===== src/rtl/fsm_pkg.sv =====
// Shared types and constants for the 1011 serial sequence detector.
// Encodings 5..7 of state_e are unreachable; the detector sends them back to IDLE.
package fsm_pkg;

  localparam logic [3:0] PATTERN = 4'b1011;

  typedef enum logic [2:0] {
    IDLE  = 3'd0,
    S1    = 3'd1,
    S10   = 3'd2,
    S101  = 3'd3,
    S1011 = 3'd4
  } state_e;

  function automatic logic is_match(input state_e s);
    return s == S1011;
  endfunction

endpackage


===== src/rtl/fsm.sv =====
// Moore detector for serial pattern 1011 (first bit first), overlapping matches allowed.
// detected_o is decoded from the state register only, so it cannot glitch on in_i.
module fsm
  import fsm_pkg::*;
(
  input  logic clk,
  input  logic reset_i,
  input  logic in_i,
  output logic detected_o
);

  state_e state;
  state_e next_state;

  always_ff @(posedge clk or negedge reset_i) begin
    // NOTE: non-blocking so the register takes the value next_state held before the edge.
    if (!reset_i) state <= IDLE;
    else          state <= next_state;
  end

  // Each state expects the next PATTERN bit; on a miss it falls back to the
  // longest suffix of what was seen that is still a prefix of 1011.
  always_comb begin
    // NOTE: default first so no path leaves next_state unassigned and infers a latch.
    next_state = IDLE;
    case (state)
      IDLE:  next_state = (in_i == PATTERN[3]) ? S1    : IDLE;
      S1:    next_state = (in_i == PATTERN[2]) ? S10   : S1;
      S10:   next_state = (in_i == PATTERN[1]) ? S101  : IDLE;
      S101:  next_state = (in_i == PATTERN[0]) ? S1011 : S10;
      S1011: next_state = in_i                 ? S1    : S10;
      default: next_state = IDLE;
    endcase
  end

  assign detected_o = is_match(state);

endmodule


===== config.mk =====
export PLATFORM = sky130hd
export DESIGN_NAME = fsm
export DESIGN_NICKNAME = d
export VERILOG_FILES = /design/src/rtl/fsm_pkg.sv /design/src/rtl/fsm.sv
export SDC_FILE = /design/constraint.sdc
export NUM_CORES = 1
export LEC_CHECK = 0
export BUFFER_PORTS_ARGS = -buffer_cell sky130_fd_sc_hd__buf_2
export CAP_MARGIN = 40
export CORE_AREA = 5 5 42 44
export CTS_BUF_LIST = sky130_fd_sc_hd__clkbuf_4 sky130_fd_sc_hd__clkbuf_8
export CTS_CLUSTER_SIZE = 24
export DETAILED_ROUTE_END_ITERATION = 8
export DIE_AREA = 0 0 47 49
export GPL_TIMING_DRIVEN = 0
export PLACE_DENSITY = 0.3
export REMOVE_ABC_BUFFERS = 1
export SLEW_MARGIN = 20
export SYNTH_ARGS = -nofsm -noshare
export SYNTH_HDL_FRONTEND = slang
export SYNTH_SLANG_ARGS = --single-unit

===== constraint.sdc =====
create_clock -name clk -period 2.9 [get_ports clk]
set_input_delay 0.435 -clock clk [delete_from_list [all_inputs] [get_ports clk]]
set_output_delay 0.435 -clock clk [all_outputs]
set_load 0.05 [all_outputs]

Word level (Yosys, flattened, before mapping)
Cells that the tools add are included.
{"block": "word_totals", "regBits": 3, "out_inout_bits": 1, "elab_cells": 12}
{"block": "op_classes", "eq_ne": 4, "muxes": 5, "n_reduce_logical": 2}
{"operator": "$pmux 3 s4", "count": 1}
{"operator": "$eq 3x2->1 const B", "count": 2}
{"operator": "$mux 2", "count": 2}
{"operator": "$eq 3x1->1 const B", "count": 1}
{"operator": "$eq 3x3->1 const B", "count": 1}
{"operator": "$logic_not 3->1", "count": 1}
{"operator": "$mux 3", "count": 1}
{"operator": "$reduce_or 2->1", "count": 1}
{"operator": "$mux 1", "count": 1}

Depth between registers and ports, before layout
Gate-level depths: netlist of run 1.
{"block": "depth", "depth_word": 3, "depth_mapped": 2, "ltp_nobuf": 2}

Worst setup path after synthesis of run 1
OpenSTA, ideal clock, no wires.
{"block": "synth_timing", "path_type": "flip-flop to output port", "start": "register state[0]", "end": "output detected_o", "arrival_ps": 1575, "required_ps": 2465, "slack_ps": 890, "path_stages_with_launch": 2, "path_cell_list": "dfrtp_1 nor3b_1"}
{"block": "synth_between", "elab_chain_len": 1}
{"item": "from (decl)", "line": "fsm.sv:12", "text": "state_e state;"}
{"item": "from (signal assigned)", "line": "fsm.sv:18", "text": "else state <= next_state;"}
{"item": "$eq 3x3->1", "line": "fsm_pkg.sv:16", "text": "return s == S1011;"}
{"item": "to (decl)", "line": "fsm.sv:9", "text": "output logic detected_o"}
No other way between the ends.

Worst setup path after layout of run 1
{"block": "layout_timing", "start": "register state[2]", "end": "output detected_o"}
The elaborated chain is that of the path after synthesis.

==> results of run 1 <==
-- kinds of logic after synthesis --
kind of cell and after synthesis:
flip-flops 3, AND/OR/NAND/NOR 7, AO/OA/AOI/OAI 2
-- worst register-to-register path: stages (launching register included) --
cell	delay (ns)
dfrtp_1	0.43
nor3b_1	0.16
or3_1	0.36
-- worst max-delay path by stage --
stage                        start    endpoint  slack, ns  cells past startpoint
after global placement    state[0]  detected_o       1.58                      2
after detailed placement  state[2]  detected_o       1.57                      2
after CTS                 state[0]  detected_o       1.30                      2
after global routing      state[2]  detected_o       1.25                      2
after floorplan           state[0]  detected_o       0.89                      1
final                     state[2]  detected_o       1.32                      2
-- cell usage after synthesis --
library cell  count
a21oi_1           1
dfrtp_1           3
nor2_1            1
nor4bb_1          1
and4b_2           1
or3_1             1
nor3b_1           2
o21a_1            1
nor4b_1           1
-- per-layer routing --
metal  vias up  wire (um)  track usage, %
met5         -          0               0
met4         0          4            4.15
met3         2         28            4.43
met2         4         87            2.71
met1        52        196            4.42
li1         64          -               -
-- area by class of cell --
cell class / count / area share [%]
Timing Repair Buffer: 4 / 11.5
Tap cell: 16 / 9.20
Multi-Input combinational cell: 9 / 31.0
Sequential cell: 3 / 34.5
Clock buffer: 4 / 13.8
-- per-stage QoR --
step | setup slack (ns) | hold slack [ns]
finish | 1.32 | 0.465
global route | 1.25 | 0.466
CTS | 1.30 | 0.455
detailed placement | 1.57 | 0.234
global placement | 1.58 | 0.228
floorplan | 0.890 | 0.139
-- report_power, final --
part           switching (W)  leakage, nW  internal, W  total [W]
sequential        0.00000514       0.0385    0.0000456  0.0000507
combinational     0.00000512       0.0393   0.00000708  0.0000122
clock              0.0000249       0.0184    0.0000611  0.0000860
==> results.md, run 1 <==
* Mapped Avg Cell Area at 11.9 sq um
* Vias in the first global route at around 130
* Die Width at about 47 um
* Unrepaired setup endpoints after global routing: no
* Critical path required time at ~2.5 ns
* HPWL after detailed placement at 213 um
* Post-Synthesis Cells at 12
* Adder-cell area share of the yosys netlist at 0%
* Synth warnings at 0
* Grt total ovfl at 0
* Commonest non-fill, non-tap cell in the layout: clkbuf_4
* Worst setup SP type: flop
* Flop-to-flop setup slack at around 1.8 ns
* Clock transition at path regs at ~0.040 ns
* Skew-Pair Late Insertion Delay at between 0.2 and 0.25 ns
* GP Congestion at ~0.60
* Placed Instances at 31
* Net count, final at 24
* Gates resized, CTS repair at 0
* Post-synth top area share at between 50% and 60%
* Final wirelength at approximately 320 um
* CTS root buf: clkbuf_4
* Area growth syn-to-layout at 52.6%
* FF/Latch Area at about 75 sq um
* # H-tree levels at 1
* Number of diodes at 0
* CP max stage delay at about 0.43 ns
* Sequential area share after synthesis at roughly 53%
* Initial antenna violation count at 0
* Synth Register Bits at 3
* Leak at a little under 0.1 nW
* Setup TNS at 0 ns
* Largest family of logic cells by synthesized area: simple AND/OR/NAND/NOR gates
* PwrDens at 684 nW/um^2
* CTS max path bufs at 2
* Hold WC Path Type: in2reg
* WHS Path Cells at 2
* Largest reg by FF count: state
* Commonest non-fill, non-tap cells in the layout: clkbuf_4 (4), buf_2 (3), dfrtp_1 (3), nor3b_1 (2)
* Synth Area in XOR/XNOR at 0%
* Achievable Freq at 632 MHz
* Simple-Gate Fraction of Synth Area at about two fifths
* Worst Tran Pin Value at around 0.25 ns
* MaxCap Viol Count at 0
* Largest net degree at the start of global routing at 8
* Final std cells w/o fill at 36
* Core Box Area at ~1400 sq um
* Rel. slew slack at about 83%
* Tcrit/Tclk final at 54.6%
* Initial Util at between 10% and 20%
* Final number of max-transition violations at 0
* CTS tree: yes
* Chip height at just under 50 um
* Biggest registers after layout: state: 3 flops
* Worst ir drop on vdd at 0.104 mV
* CP Max Fanout at 7
* Critical path class: reg2out
* Hold Path Origin: in_i
* Mapped cell area at roughly 140 sq um
* Delay-heaviest family, CP: flip-flops
* Filler cell count at 164
* TritonCTS Buffers at 3
* Synth cell types at 9
* Total Power at 0.000149 W
* Vias at between 100 and 150
* Final Hold Fails at 0
* Hold EP: state[0]
* Routed length per placed instance at 8.81 um
* Cell area after layout at 218 sq um
* Slowest CP cell: dfrtp_1
* Buf/Inv on CP at 1
* Total track usage at ~3.7%
* IO Port Bufs at 3
* Crit. End Element: output pin
* Area contributors post-synth: dfrtp_1 (53%), nor3b_1 (11%), and4b_2 (7.9%)
* Crit path cell chain: nor3b_1, buf_2
* Final Skew at slightly above 0.0009 ns
* Mux cell area share after synthesis at 0%
* Die area at between 2000 and 2500 sq um
* Initial DRC Count at 3
* Share of cells above drive strength 1 at roughly two fifths
* Final setup viols at 0
* Util after Layout at between 10% and 20%
* # IOs at 4
* First-pass GRT wire length at just over 500 um
* Status: finished clean
* Multi-input gate area at ~68 sq um
* Synth Area in Compound Gates at slightly below 9%
* Drt pass-1 iters at 2
* R2R depth at 2
* TritonCTS Sinks at 3
* # rows at 14
* Reg2reg end: state[1]
* Post-route antenna net violation count at 0
* Cts-stage hold buffer count at 1
* R2r startpoint: state[0]
* Cell taking the most area after synthesis: dfrtp_1
* Arrival @ worst endpoint at roughly 1.2 ns
* DP Area at roughly 180 sq um
* Minimum clock period at roughly 1.6 ns
* DRC at 0
* Largest register FFs at 3
* Via-to-Cell Ratio at ~3.4
* Setup Fix Bufs, Post-CTS at 0
No activity file was read; power rests on OpenSTA's default activity.
==> run 2: changes to the inputs <==
==> constraint.sdc (replaced) <==
create_clock -name clk -period 1.4 [get_ports clk]
set_input_delay 0.21 -clock clk [delete_from_list [all_inputs] [get_ports clk]]
set_output_delay 0.21 -clock clk [all_outputs]
set_load 0.05 [all_outputs]
==> results.md, run 2 (synthesized netlist as in run 1, its figures left out) <==
* Status: finished clean
* Tcrit/Tclk final at between 90% and 100%
* Worst ir drop on vdd at 0.218 mV (+110%)
* Area growth syn-to-layout at 54.4%
* DRC at 0 (unchanged)
* Commonest non-fill, non-tap cells in the layout: clkbuf_4 (4), dfrtp_1 (3), nor3b_1 (2), buf_2 (2)
* Die area at 2300 sq um (unchanged)
* Met1 Track Usage GR at 4.42% (unchanged)
* Vias in the first global route at 129 (unchanged)
* P_int at 0.000236 W (+110%)
* Final Skew at 0.000919 ns (unchanged)
* CP Max Fanout at 7 (unchanged)
* Post-route antenna net violation count at 0 (unchanged)
* Sequential share of power at 34.0% (about the same)
* Final number of max-transition violations at 0 (unchanged)
* Clock power frac at 57.6% (about the same)
* Largest net degree at the start of global routing at 8 (unchanged)
* # rows at 14 (unchanged)
* MaxCap Viol Count at 0 (unchanged)
* Net count, final at 24 (unchanged)
* Grt total ovfl at 0 (unchanged)
* Total Power at 0.000309 W (+110%)
* TritonCTS Buffers at 3 (unchanged)
* Worst Tran Pin Value at 0.214 ns (-0.0357 ns)
* Arrival @ worst endpoint at 1.10 ns (-0.05 ns)
* First-pass GRT wire length at 517 um (unchanged)
* Worst setup SP type: flop
* Crit path cell chain: nor3b_1, buf_4
* Share of cells above drive strength 1 at 40.0% (unchanged)
* # H-tree levels at 1 (unchanged)
* Met2 usage at 2.71% (unchanged)
* Critical path class: reg2out
* TritonCTS Sinks at 3 (unchanged)
* GP Congestion at 0.597 (unchanged)
* Final setup viols at 0 (unchanged)
* # IOs at 4 (unchanged)
* HPWL after detailed placement at 213 um (unchanged)
* Number of diodes at 0 (unchanged)
* Skew-Pair Late Insertion Delay at 0.24 ns (about the same)
* Comb power frac at 8.3% (about the same)
* Drt pass-1 iters at 2 (unchanged)
* Worst hold slack at 0.240 ns (-0.225 ns)
* Sw frac at 23.6% (about the same)
* Sw Pwr at 0.0000728 W (+110%)
* Unrepaired setup endpoints after global routing: no
* Crit. End Element: output pin
* Top Usage Layer GRT: met3
* Biggest registers after layout: state: 3 flops
* Routed length per placed instance at 8.81 um (unchanged)
* Largest register FFs at 3 (unchanged)
* Final std cells w/o fill at 36 (unchanged)
* Die Width at 47 um (unchanged)
* Clock transition at path regs at 0.04 ns (about the same)
* Slowest CP cell: dfrtp_1
* Achievable Freq at 761 MHz
* Placed Instances at 31 (unchanged)
* CP max stage delay at 0.43 ns (about the same)
* Critical path required time at 1.19 ns (-1.28 ns)
* Rel. slew slack at 85.5% (+2.1 points)
* CTS tree: yes
* GR Util met3 at 4.43% (unchanged)
* Initial Util at 10.2% (unchanged)
* Commonest non-fill, non-tap cell in the layout: clkbuf_4
* Leak at 0.0961 nW (-0.10%)
* Final wirelength at 317 um (unchanged)
* PwrDens at 1400 nW/um^2 (+110%)
* CTS max path bufs at 2 (unchanged)
* Largest reg by FF count: state
* Vias at 122 (unchanged)
* Via-to-Cell Ratio at 3.39 (unchanged)
* Core Box Area at 1400 sq um (unchanged)
* Filler cell count at 164 (unchanged)
* Initial DRC Count at 3 (unchanged)
* Setup Fix Bufs, Post-CTS at 0 (unchanged)
* Hold WC Path Type: in2reg
* Chip height at 49 um (unchanged)
* Initial antenna violation count at 0 (unchanged)
* Total track usage at 3.74% (unchanged)
* Final Hold Fails at 0 (unchanged)
* IO Port Bufs at 3 (unchanged)
* Minimum clock period at 1.31 ns
* CTS root buf: clkbuf_4
[run 2: cell counts in the layout (fill, tap and decap cells not counted)]
Identical to the previous run, type by type.
[run 2: through the flow]
step	setup TNS [ns]	util, %	area (sq um)	worst slack, ns
6_report	0	15.7	220	0.0864
5_1_grt	0	15.7	220	0.0219
4_1_cts	0	15.5	218	0.0292
3_5_place_dp	0	12.7	178	0.297
3_3_place_gp	0	12.7	178	0.304
2_1_floorplan	-0.385	-	143	-0.385
[run 2: repair_timing]
action | 4_1_cts | 5_1_grt
hold endpoints to repair | 3 | 0
endpoints found under the setup margin | 0 | 1
hold buffers | 1 | 0
resized for setup | 0 | 2
[run 2: area by class of cell]
class                           instances  area (sq um)  area share (%)
Sequential cell                         3          75.1            34.1
Timing Repair Buffer                    4          27.5            12.5
Multi-Input combinational cell          9          67.6            30.7
Tap cell                               16          20.0            9.09
Clock buffer                            4          30.0            13.6
[run 2: path summary, 6_finish.rpt]
path                       depth (start not counted)     start  slack (ns)         end
max                                                2  state[2]        0.09  detected_o
min                                                2      in_i        0.24    state[0]
max reg2reg                                        2  state[0]        0.32    state[1]
min reg2reg                                        1  state[1]        0.66    state[2]
max in group asynchronous                          2   reset_i        0.99    state[2]
min in group asynchronous                          2   reset_i        0.30    state[0]
[run 2: power groups by stage]
stage / clock (W) / sequential [W] / combinational [W]
3_5_place_dp: 0 / 0.000106 / 0.0000234
5_1_grt: 0.000194 / 0.000107 / 0.0000289
3_3_place_gp: 0 / 0.000105 / 0.0000227
2_1_floorplan: 0 / 0.000103 / 0.0000163
4_1_cts: 0.000185 / 0.000105 / 0.0000255
6_report: 0.000178 / 0.000105 / 0.0000257
[run 2: worst max-delay path, delay by kind of cell, from the launching register on]
family | cells | cell delay, ns
flip-flops | 1 | 0.43
buffers and inverters | 1 | 0.23
AND/OR/NAND/NOR | 1 | 0.21
[run 2: layer usage]
metal | up-vias | part of all wire [%] | wire (um)
li1 | 64 | - | -
met5 | - | 0 | 0
met2 | 4 | 27 | 87
met3 | 2 | 8.8 | 28
met4 | 0 | 1.3 | 4
met1 | 52 | 62 | 196
==> run 3: changes to the inputs <==
--- a/config.mk
+++ b/config.mk
@@ -12,7 +12,6 @@
 export CTS_CLUSTER_SIZE = 24
 export DETAILED_ROUTE_END_ITERATION = 8
 export DIE_AREA = 0 0 47 49
-export GPL_TIMING_DRIVEN = 0
 export PLACE_DENSITY = 0.3
 export REMOVE_ABC_BUFFERS = 1
 export SLEW_MARGIN = 20
==> results.md, run 3 (synthesized netlist as in run 1, its figures left out) <==
* Initial antenna violation count at 0 (unchanged)
* Setup WS post-layout at 0.118 ns (+0.0312 ns)
* # rows at 14 (unchanged)
* PwrDens at 1350 nW/um^2 (-3.5%)
* Critical path required time at 1.19 ns (about the same)
* Total track usage at 4.02% (+0.28 points)
* Final Skew at 0.00272 ns (+0.00180 ns)
* Biggest registers after layout: state: 3 flops
* Chip height at 49 um (unchanged)
* Pre-CTS WS at 0.269 ns (-0.0272 ns)
* Commonest non-fill, non-tap cell in the layout: clkbuf_4
* Clock transition at path regs at 0.03 ns (about the same)
* Rel. slew slack at 84.6% (-0.94 points)
* FF/Latch Area at 75.1 sq um (unchanged)
* GP Congestion at 0.656 (+9.9%)
* Final Hold Fails at 0 (unchanged)
* Final number of max-transition violations at 0 (unchanged)
* # IOs at 4 (unchanged)
* Setup Fix Bufs, Post-CTS at 0 (unchanged)
* P_int at 0.000236 W (about the same)
* Share of cells above drive strength 1 at 45.0% (+5.0 points)
* Core Box Area at 1400 sq um (unchanged)
* Vias at 121 (-0.82%)
* Critical path class: reg2out
* Sw frac at 22.6% (-0.99 points)
* Tcrit/Tclk final at 91.6% (-2.2 points)
* Filler cell count at 166 (+1.2%)
* Buf/Inv on CP at 1 (unchanged)
* IO Port Bufs at 3 (unchanged)
* Total Power at 0.000305 W (-1.3%)
* TritonCTS Buffers at 3 (unchanged)
* Die area at 2300 sq um (unchanged)
* Largest net degree at the start of global routing at 8 (unchanged)
* Worst ir drop on vdd at 0.325 mV (+49%)
* Die Width at 47 um (unchanged)
* Number of diodes at 0 (unchanged)
* CP Max Fanout at 7 (unchanged)
* HPWL after detailed placement at 232 um (+9.1%)
* MaxCap Viol Count at 0 (unchanged)
* CTS tree: yes
* CP Launch Point: state[0]
* Status: finished clean
* Arrival @ worst endpoint at 1.07 ns (-0.03 ns)
* Minimum clock period at 1.28 ns (-0.0312 ns)
* Worst setup SP type: flop
* Hold Path Origin: in_i
* Largest reg by FF count: state
* R2r startpoint: state[0]
* DRC at 0 (unchanged)
* Final wirelength at 342 um (+7.9%)
* Via-to-Cell Ratio at 3.36 (-0.82%)
* Crit path cell chain: nor3b_2, buf_4
* Net count, final at 24 (unchanged)
* Skew-Pair Late Insertion Delay at 0.24 ns (about the same)
* Sw Pwr at 0.0000689 W (-5.4%)
* Delay-heaviest family, CP: flip-flops
* CTS root buf: clkbuf_4
* Clock power frac at 56.5% (-1.1 points)
* Grt total ovfl at 0 (unchanged)
* Routed length per placed instance at 9.50 um (+7.9%)
* Util after Layout at 16.1% (+0.36 points)
* First-pass GRT wire length at 524 um (+1.4%)
* Initial DRC Count at 4 (+1)
* Sequential share of power at 34.6% (+0.6 points)
* Multi-input gate area at 72.6 sq um (+7.4%)
* Hold WC Path Type: in2reg
* Final setup viols at 0 (unchanged)
* Post-route antenna net violation count at 0 (unchanged)
* # H-tree levels at 1 (unchanged)
* Commonest non-fill, non-tap cells in the layout: clkbuf_4 (4), dfrtp_1 (3), buf_2 (2)
* Leak at 0.0981 nW (+2.1%)
* Largest register FFs at 3 (unchanged)
* Area growth syn-to-layout at 57.9%
* Unrepaired setup endpoints after global routing: no
* TritonCTS Sinks at 3 (unchanged)
* Crit. End Element: output pin
* CTS max path bufs at 2 (unchanged)
* Slowest CP cell: dfrtp_1
* Initial Util at 10.2% (unchanged)
* Achievable Freq at 780 MHz (+2.4%)
* Vias in the first global route at 119 (-7.8%)
* CP max stage delay at 0.43 ns (about the same)
* Drt pass-1 iters at 2 (unchanged)
* Comb power frac at 8.9% (+0.6 points)
* Worst Tran Pin Value at 0.228 ns (+0.0139 ns)
## run 3: cell count changes in the layout (fill, tap and decap cells not counted)
cell,previous run,this run
nor3b_1,2,1
nor3b_2,0,1
## run 3: power by group through the flow
stage               combinational [W]  clock [W]  sequential [W]
CTS                         0.0000265   0.000180        0.000104
global route                0.0000298   0.000189        0.000107
detailed placement          0.0000240          0        0.000105
floorplan                   0.0000163          0        0.000103
finish                      0.0000271   0.000172        0.000106
global placement            0.0000242          0        0.000105
## run 3: area by class of cell
type / instances / share of cell area [%]
multi-input combinational: 9 / 32.2
tap: 16 / 8.89
timing repair buffer: 4 / 12.2
sequential: 3 / 33.3
clock buffer: 4 / 13.3
## run 3: per-stage QoR
stage,std cells,TNS (ns),cell area [sq um],hold slack [ns]
after floorplan,12,-0.385,143,-0.0856
after global placement,31,0,178,0.0122
after detailed placement,31,0,178,0.0102
after CTS,36,0,218,0.245
after global routing,36,0,225,0.260
final,36,0,225,0.250
## run 3: layer usage
metal,vias up,GRT usage (%),wire length (um)
met2,6,3.17,110
li1,62,-,-
met4,0,4.15,4
met1,51,4.20,158
met5,-,0,0
met3,2,5.54,69
## run 3: final timing paths
kind	depth (start not counted)	slack, ns	end
max	2	0.12	detected_o
min	2	0.25	state[0]
max reg2reg	2	0.32	state[1]
min reg2reg	2	0.67	state[0]
max in group asynchronous	2	0.98	state[2]
min in group asynchronous	2	0.30	state[1]
## run 3: what timing repair did
item / CTS / global route
hold buffers: 1 / 0
endpoints found under the hold margin: 3 / 0
setup endpoints to repair: 0 / 1
gates resized for setup: 0 / 3
## run 3: worst register-to-register path: cells and delay by family (launching register included)
family           cells  cell delay (ns)
AND/OR/NAND/NOR      2             0.52
flip-flops           1             0.43
